$ cat src/rtl/tree_pkg.sv
// tree_pkg: shared widths, dispatcher state encoding and a constant clog2 helper
package tree_pkg;
  localparam int DEF_PACKET_WIDTH = 104;
  localparam int DEF_NODE_WIDTH = 40;
  typedef enum logic [1:0] {RUN, DRAIN, GRANT} disp_state_e;
  function automatic int clog2(input int v);
    int r = 0;
    for (int i = 0; i < 31; i++) if ((1 << i) < v) r = i + 1;
    return r;
  endfunction
endpackage

$ cat src/rtl/dispatch_fifo.sv
// dispatch_fifo: single-push dual-pop header buffer; ports push/din in, pop count 0-2 in, head0/head1/count out
module dispatch_fifo
  import tree_pkg::*;
#(
  parameter int W = DEF_PACKET_WIDTH,
  parameter int DEPTH = 8,
  localparam int AW = clog2(DEPTH),
  localparam int CW = clog2(DEPTH + 1)
) (
  input  logic          clk,
  input  logic          rst_n,
  input  logic          push,
  input  logic [W-1:0]  din,
  input  logic [1:0]    pop,
  output logic [W-1:0]  head0,
  output logic [W-1:0]  head1,
  output logic [CW-1:0] count
);
  logic [W-1:0] mem_q [DEPTH];
  logic [AW-1:0] wr_q, wr_d, rd_q, rd_d;
  logic [CW-1:0] count_q, count_d;
  always_comb begin
    wr_d = wr_q + AW'(push);
    rd_d = rd_q + AW'(pop);
    count_d = count_q + CW'(push) - CW'(pop);
  end
  always_ff @(posedge clk or negedge rst_n)
    if (!rst_n) begin
      wr_q <= '0;
      rd_q <= '0;
      count_q <= '0;
    end else begin
      wr_q <= wr_d;
      rd_q <= rd_d;
      count_q <= count_d;
    end
  always_ff @(posedge clk)
    if (push) mem_q[wr_q] <= din;
  assign head0 = mem_q[rd_q];
  assign head1 = mem_q[rd_q + AW'(1)];
  assign count = count_q;
endmodule

$ cat src/rtl/tree_lookup_dispatcher.sv
// tree_lookup_dispatcher: buffers headers, issues up to two per cycle into the lookup lanes, quiesces the pipeline for table updates
module tree_lookup_dispatcher
  import tree_pkg::*;
#(
  parameter int PACKET_WIDTH = DEF_PACKET_WIDTH,
  parameter int NODE_WIDTH = DEF_NODE_WIDTH,
  parameter int FIFO_DEPTH = 8,
  parameter int MAX_INFLIGHT = 32,
  localparam int IW = clog2(MAX_INFLIGHT + 1),
  localparam int CW = clog2(FIFO_DEPTH + 1)
) (
  input  logic                    clk,
  input  logic                    RSTn,
  input  logic [PACKET_WIDTH-1:0] pkt_in,
  input  logic                    pkt_valid_in,
  output logic                    pkt_ready_out,
  input  logic [NODE_WIDTH-1:0]   root_node,
  output logic [PACKET_WIDTH-1:0] packet_out1,
  output logic [PACKET_WIDTH-1:0] packet_out2,
  output logic                    data_valid_out1,
  output logic                    data_valid_out2,
  output logic [NODE_WIDTH-1:0]   node_out1,
  output logic [NODE_WIDTH-1:0]   node_out2,
  output logic                    matched_out1,
  output logic                    matched_out2,
  input  logic                    ret_valid1,
  input  logic                    ret_valid2,
  input  logic                    upd_req,
  output logic                    upd_gnt,
  input  logic                    upd_done,
  output logic [IW-1:0]           inflight,
  output logic                    err_underflow
);
  disp_state_e state_q, state_d;
  logic [IW-1:0] inflight_q, inflight_d;
  logic err_q, err_d, ready_q, ready_d, gnt_q, gnt_d, v1_q, v1_d, v2_q, v2_d, push;
  logic [PACKET_WIDTH-1:0] pkt1_q, pkt1_d, pkt2_q, pkt2_d, head0, head1;
  logic [NODE_WIDTH-1:0] node1_q, node1_d, node2_q, node2_d;
  logic [CW-1:0] count;
  int room, n, sum;
  dispatch_fifo #(.W(PACKET_WIDTH), .DEPTH(FIFO_DEPTH)) u_fifo (
    .clk(clk), .rst_n(RSTn), .push(push), .din(pkt_in), .pop(n[1:0]),
    .head0(head0), .head1(head1), .count(count)
  );
  always_comb begin
    room = MAX_INFLIGHT - int'(inflight_q);
    n = (state_q != RUN) ? 0 : (int'(count) < 2 ? int'(count) : 2);
    if (room < n) n = room;
    push = pkt_valid_in && ready_q;
    ready_d = (int'(count) + int'(push) - n) < FIFO_DEPTH;
    // a return with nothing outstanding is an accounting fault: clamp and flag it
    sum = int'(inflight_q) + n - int'(ret_valid1) - int'(ret_valid2);
    inflight_d = sum < 0 ? '0 : IW'(sum);
    err_d = err_q || sum < 0;
    state_d = state_q == RUN   ? (upd_req ? DRAIN : RUN) :
              state_q == DRAIN ? (!upd_req ? RUN : inflight_d == '0 ? GRANT : DRAIN) :
                                 (upd_done ? RUN : GRANT);
    gnt_d = state_d == GRANT;
    v1_d = n >= 1;
    v2_d = n == 2;
    pkt1_d = v1_d ? head0 : pkt1_q;
    node1_d = v1_d ? root_node : node1_q;
    pkt2_d = v2_d ? head1 : pkt2_q;
    node2_d = v2_d ? root_node : node2_q;
  end
  always_ff @(posedge clk or negedge RSTn)
    if (!RSTn) begin
      state_q <= RUN;
      inflight_q <= '0;
      err_q <= 1'b0;
      ready_q <= 1'b0;
      gnt_q <= 1'b0;
      v1_q <= 1'b0;
      v2_q <= 1'b0;
      pkt1_q <= '0;
      pkt2_q <= '0;
      node1_q <= '0;
      node2_q <= '0;
    end else begin
      state_q <= state_d;
      inflight_q <= inflight_d;
      err_q <= err_d;
      ready_q <= ready_d;
      gnt_q <= gnt_d;
      v1_q <= v1_d;
      v2_q <= v2_d;
      pkt1_q <= pkt1_d;
      pkt2_q <= pkt2_d;
      node1_q <= node1_d;
      node2_q <= node2_d;
    end
  assign pkt_ready_out = ready_q;
  assign upd_gnt = gnt_q;
  assign inflight = inflight_q;
  assign err_underflow = err_q;
  assign data_valid_out1 = v1_q;
  assign data_valid_out2 = v2_q;
  assign packet_out1 = pkt1_q;
  assign packet_out2 = pkt2_q;
  assign node_out1 = node1_q;
  assign node_out2 = node2_q;
  assign matched_out1 = 1'b0;
  assign matched_out2 = 1'b0;
endmodule

$ cat config.mk
export PLATFORM = sky130hd
export DESIGN_NAME = tree_lookup_dispatcher
export DESIGN_NICKNAME = d
export VERILOG_FILES = /design/src/rtl/tree_pkg.sv /design/src/rtl/dispatch_fifo.sv /design/src/rtl/tree_lookup_dispatcher.sv
export SDC_FILE = /design/constraint.sdc
export NUM_CORES = 1
export LEC_CHECK = 0
export ABC_CLOCK_PERIOD_IN_PS = 13400
export BUFFER_PORTS_ARGS = -buffer_cell sky130_fd_sc_hd__buf_2
export CAP_MARGIN = 30
export CELL_PAD_IN_SITES_DETAIL_PLACEMENT = 1
export CELL_PAD_IN_SITES_GLOBAL_PLACEMENT = 1
export CORE_UTILIZATION = 40
export CTS_CLUSTER_DIAMETER = 200
export CTS_CLUSTER_SIZE = 14
export DETAILED_ROUTE_END_ITERATION = 7
export PLACE_DENSITY_LB_ADDON = 0.1
export SLEW_MARGIN = 20
export SYNTH_ARGS = -nofsm -noshare
export SYNTH_HDL_FRONTEND = slang
export SYNTH_HIERARCHICAL = 1
export SYNTH_SLANG_ARGS = --single-unit
$ cat constraint.sdc
create_clock -name clk -period 13.4 [get_ports clk]
set_input_delay 0 -clock clk [delete_from_list [all_inputs] [get_ports clk]]
set_output_delay 0 -clock clk [all_outputs]
set_load 0.02 [all_outputs]
==> impl_metrics.yaml <==
die:
  die-area_sq_um: 132000
  initial_core_util_pct: 40.3
  coreArea_sq_um: 129000
  io_pins: 452
  die_width_um: 363
  rows: 132
  fp.dieH_um: 363
timing:
  worstMarginPinSlew_ns: 1.09
  report.final.slew_viol_count: 0
  hold_violations: 0
  fin_tns_setup_ns: 0
  period_needed_ns: 5.10
  finalSetupViolCount: 0
  rsz0062_at_grt: "false"
  finalCritPeriodShare_pct: 38.1
  skew_ns: 0.0303
  slew_headroom_pct: 27.2
  max_freq_mhz: 196
logic_synthesis:
  synth_area_per_cell_sq_um: 15.5
  ys_warn_count: 6
  synth.distinct_cells: 61
  yosys-top-cells-area: "edfxtp_1 (48%), dfrtp_1 (15%), mux4_2 (9.0%)"
  synth_top_area_cell: "edfxtp_1"
  synth_top_area_share_pct: 48.0
  synth-seq-cells: 1143
  synthFlopType: "edfxtp_1"
  syn_inst: 3371
  ys_seq_area_share_pct: 62.9
  synth_edf_count: 832
  synth_area_sq_um: 52100
  synth-async-reset-ratio_pct: 27.2
clock_tree:
  clock_path_buffers: 3
  clk_pin_slew_ns: 0.07
  cts_tree: "yes"
  ctsHtreeMaxLevel: 3
  cts.repair.resized: 0
  cts_buffers: 91
  cts_sinks: 1143
  post_cts_buffers: 0
  clk_latency_ns: 0.70
  cts.root.buffer_cell: "clkbuf_16"
layout:
  fill_cells: 12600
  area_delta_synth_final_pct: 15.8
  drive_gt1_share_pct: 28.7
  design_area_sq_um: 60300
  final-instance-count-excl-fill: 5681
  fin_nets: 4053
worst_setup_path:
  path_max_fanout: 9
  cp.arrival_ns: 5.74
  crit_family: "simple AND/OR/NAND/NOR gates"
  path_cells: "nor3_1, nor3_1, inv_1, ha_1, o21a_1, o21a_1, o21ai_0, nand2_1, ha_1, mux2i_1, ha_1, a21oi_1, nor2b_1, a311oi_1, o21ai_1, nand3_1, ha_1, or4b_2, nor3_1, a31o_2"
  crit_type: "reg -> reg"
  cp_common_cell: "ha_1"
  cp_slowest_cell: "or4b_2"
  max_stage_delay_ns: 0.57
  crit_buf_inv: 1
  worstSetupStartpointType: "flop"
  cp-end-kind: "flop"
  required_ns: 14.04
placement:
  dp_hpwl_um: 84700
  gp_congestion: 0.766
  dp.cells: 5352
  placed_area_sq_um: 56000
  io_buffers: 449
power_and_ir_drop:
  p_per_area_nw_per_um2: 284
  vdd_drop_max_uv: 524
  totalPowerFinal_mw: 17.1
  p_leak_nw: 22.8
routing:
  avgRoutedWirePerCell_um: 26.2
  antenna_left: 0
  via_count: 32000
  vias_per_cell: 5.63
  drc: 0
  dr.pass1.iters: 5
  drt_wl_total_um: 149000
  drt_iter0_markers: 1988
global_route:
  grt_pass1_vias: 34800
  grt_pass1_wl_um: 224000
  antenna_found_initial: 19
  grt_start_max_net_pins: 199
  track_usage_pct: 22.5
  overflow: 0
outcome:
  status: "finished, final reports clean"
job:
  max_cap_violations: 0
hold_path:
  hold_path_class: "in -> reg"
-- Yosys cell counts, types with 8 or more instances --
cell type  instances
mux2_2           239
nand2_1          321
edfxtp_1         832
mux2_4            49
nor2b_1          214
nand3_1            8
mux4_2           208
and3_1           209
xnor2_1           13
ha_1              40
clkbuf_1         141
inv_1             36
buf_2             96
nand2b_1          10
buf_1             13
a2111oi_0        208
nor2_1            22
nor4_1           105
mux2i_1          211
dfrtp_1          311
-- metrics by stage --
step / utilization, % / hold slack, ns / setup slack [ns]
2_1_floorplan: - / -0.296 / 4.89
3_3_place_gp: 43.2 / 0.0188 / 8.33
3_5_place_dp: 43.3 / 0.0242 / 8.26
4_1_cts: 46.5 / 0.00820 / 8.22
5_1_grt: 46.6 / 0.0406 / 7.84
6_report: 46.6 / 0.0810 / 8.30
-- cell families after synthesis --
family          share of synthesized area [%]
compound gates                           3.92
xor+xnor                                0.348
fa+ha+maj                                1.15
buf+inv                                  2.68
flops                                    62.9
mux                                      19.6
other cells                            0.0144
simple gates                             9.36
-- state kept, by name, summed over array words and instances, names as in the netlist, 3 cells and up --
name	cells
u_fifo/wr_q	3
packet_out2	104
u_fifo/mem_q	832
node_out1	40
node_out2	40
packet_out1	104
u_fifo/count	4
inflight	6
u_fifo/rd_q	3
-- routing by layer --
layer	global-route usage, %	part of all wire, %	wire, um	vias to the layer above
met5	0	0.063	94	-
met4	6.19	2.4	3600	16
met3	3.97	4.8	7150	227
met2	39.5	51	75600	734
met1	28.5	42	62200	16900
li1	-	-	-	14100
-- area by class of cell --
| cell class | instances | area [sq um] | share of cell area [%] |
|---|---|---|---|
| inverter | 38 | 148 | 0.245 |
| antenna | 10 | 25.0 | 0.0415 |
| clock buffer | 162 | 2590 | 4.29 |
| tap | 1742 | 2180 | 3.61 |
| sequential | 1143 | 32800 | 54.4 |
| clock inverter | 3 | 25.0 | 0.0415 |
| timing repair buffer | 656 | 4530 | 7.50 |
| multi-input combinational | 1927 | 18000 | 29.9 |
-- cell usage in the layout (no fill, tap or decap), drive strengths merged, types with 5 or more instances in the layout --
master and instances:
nand2 321, mux2 288, xor2 5, mux2i 211
edfxtp 832, diode 10, dlygate4sd3 149, dfrtp 311
o21ai 7, xnor2 14, nor2 22, nand2b 10
a21oi 5, nor4 105, and3 210, fa 5
clkbuf 162, nand3 8, inv 39, nor2b 214
buf 507, ha 40, nor3 7, a2111oi 208
mux4 208
-- report_power, final --
part	internal [mW]	switching, mW	total, mW
Clock	1.30	1.24	2.55
Sequential	4.64	0.516	5.16
Combinational	4.01	5.38	9.39
Total	9.96	7.14	17.1
-- repair_timing --
item / in CTS / in global routing
setup endpoints to repair: 0 / 0
hold endpoints to repair: 1079 / 0
hold buffers: 150 / 0
-- worst reg2reg max path: cells and delay by family, from the launching register on --
kind            cells  cell delay [ns]
fa+ha+maj           4             1.12
mux                 1             0.44
flops               1             0.45
buf+inv             1             0.08
compound gates      7             1.41
simple gates        7             1.55
-- final timing paths --
check | startpoint | endpoint | slack (ns) | cells after the start
setup / recovery | u_fifo/count[2] | pkt_ready_out | 8.30 | 20
hold / removal | root_node[27] | node_out2[27] | 0.08 | 3
setup reg to reg | u_fifo/count[2] | pkt_ready_out | 8.30 | 20
hold reg to reg | err_underflow | err_underflow | 0.48 | 1
max in group asynchronous | RSTn | packet_out1[50] | 12.08 | 4
min in group asynchronous | RSTn | node_out1[8] | 0.54 | 4
Power figures use the tool's default switching activity.
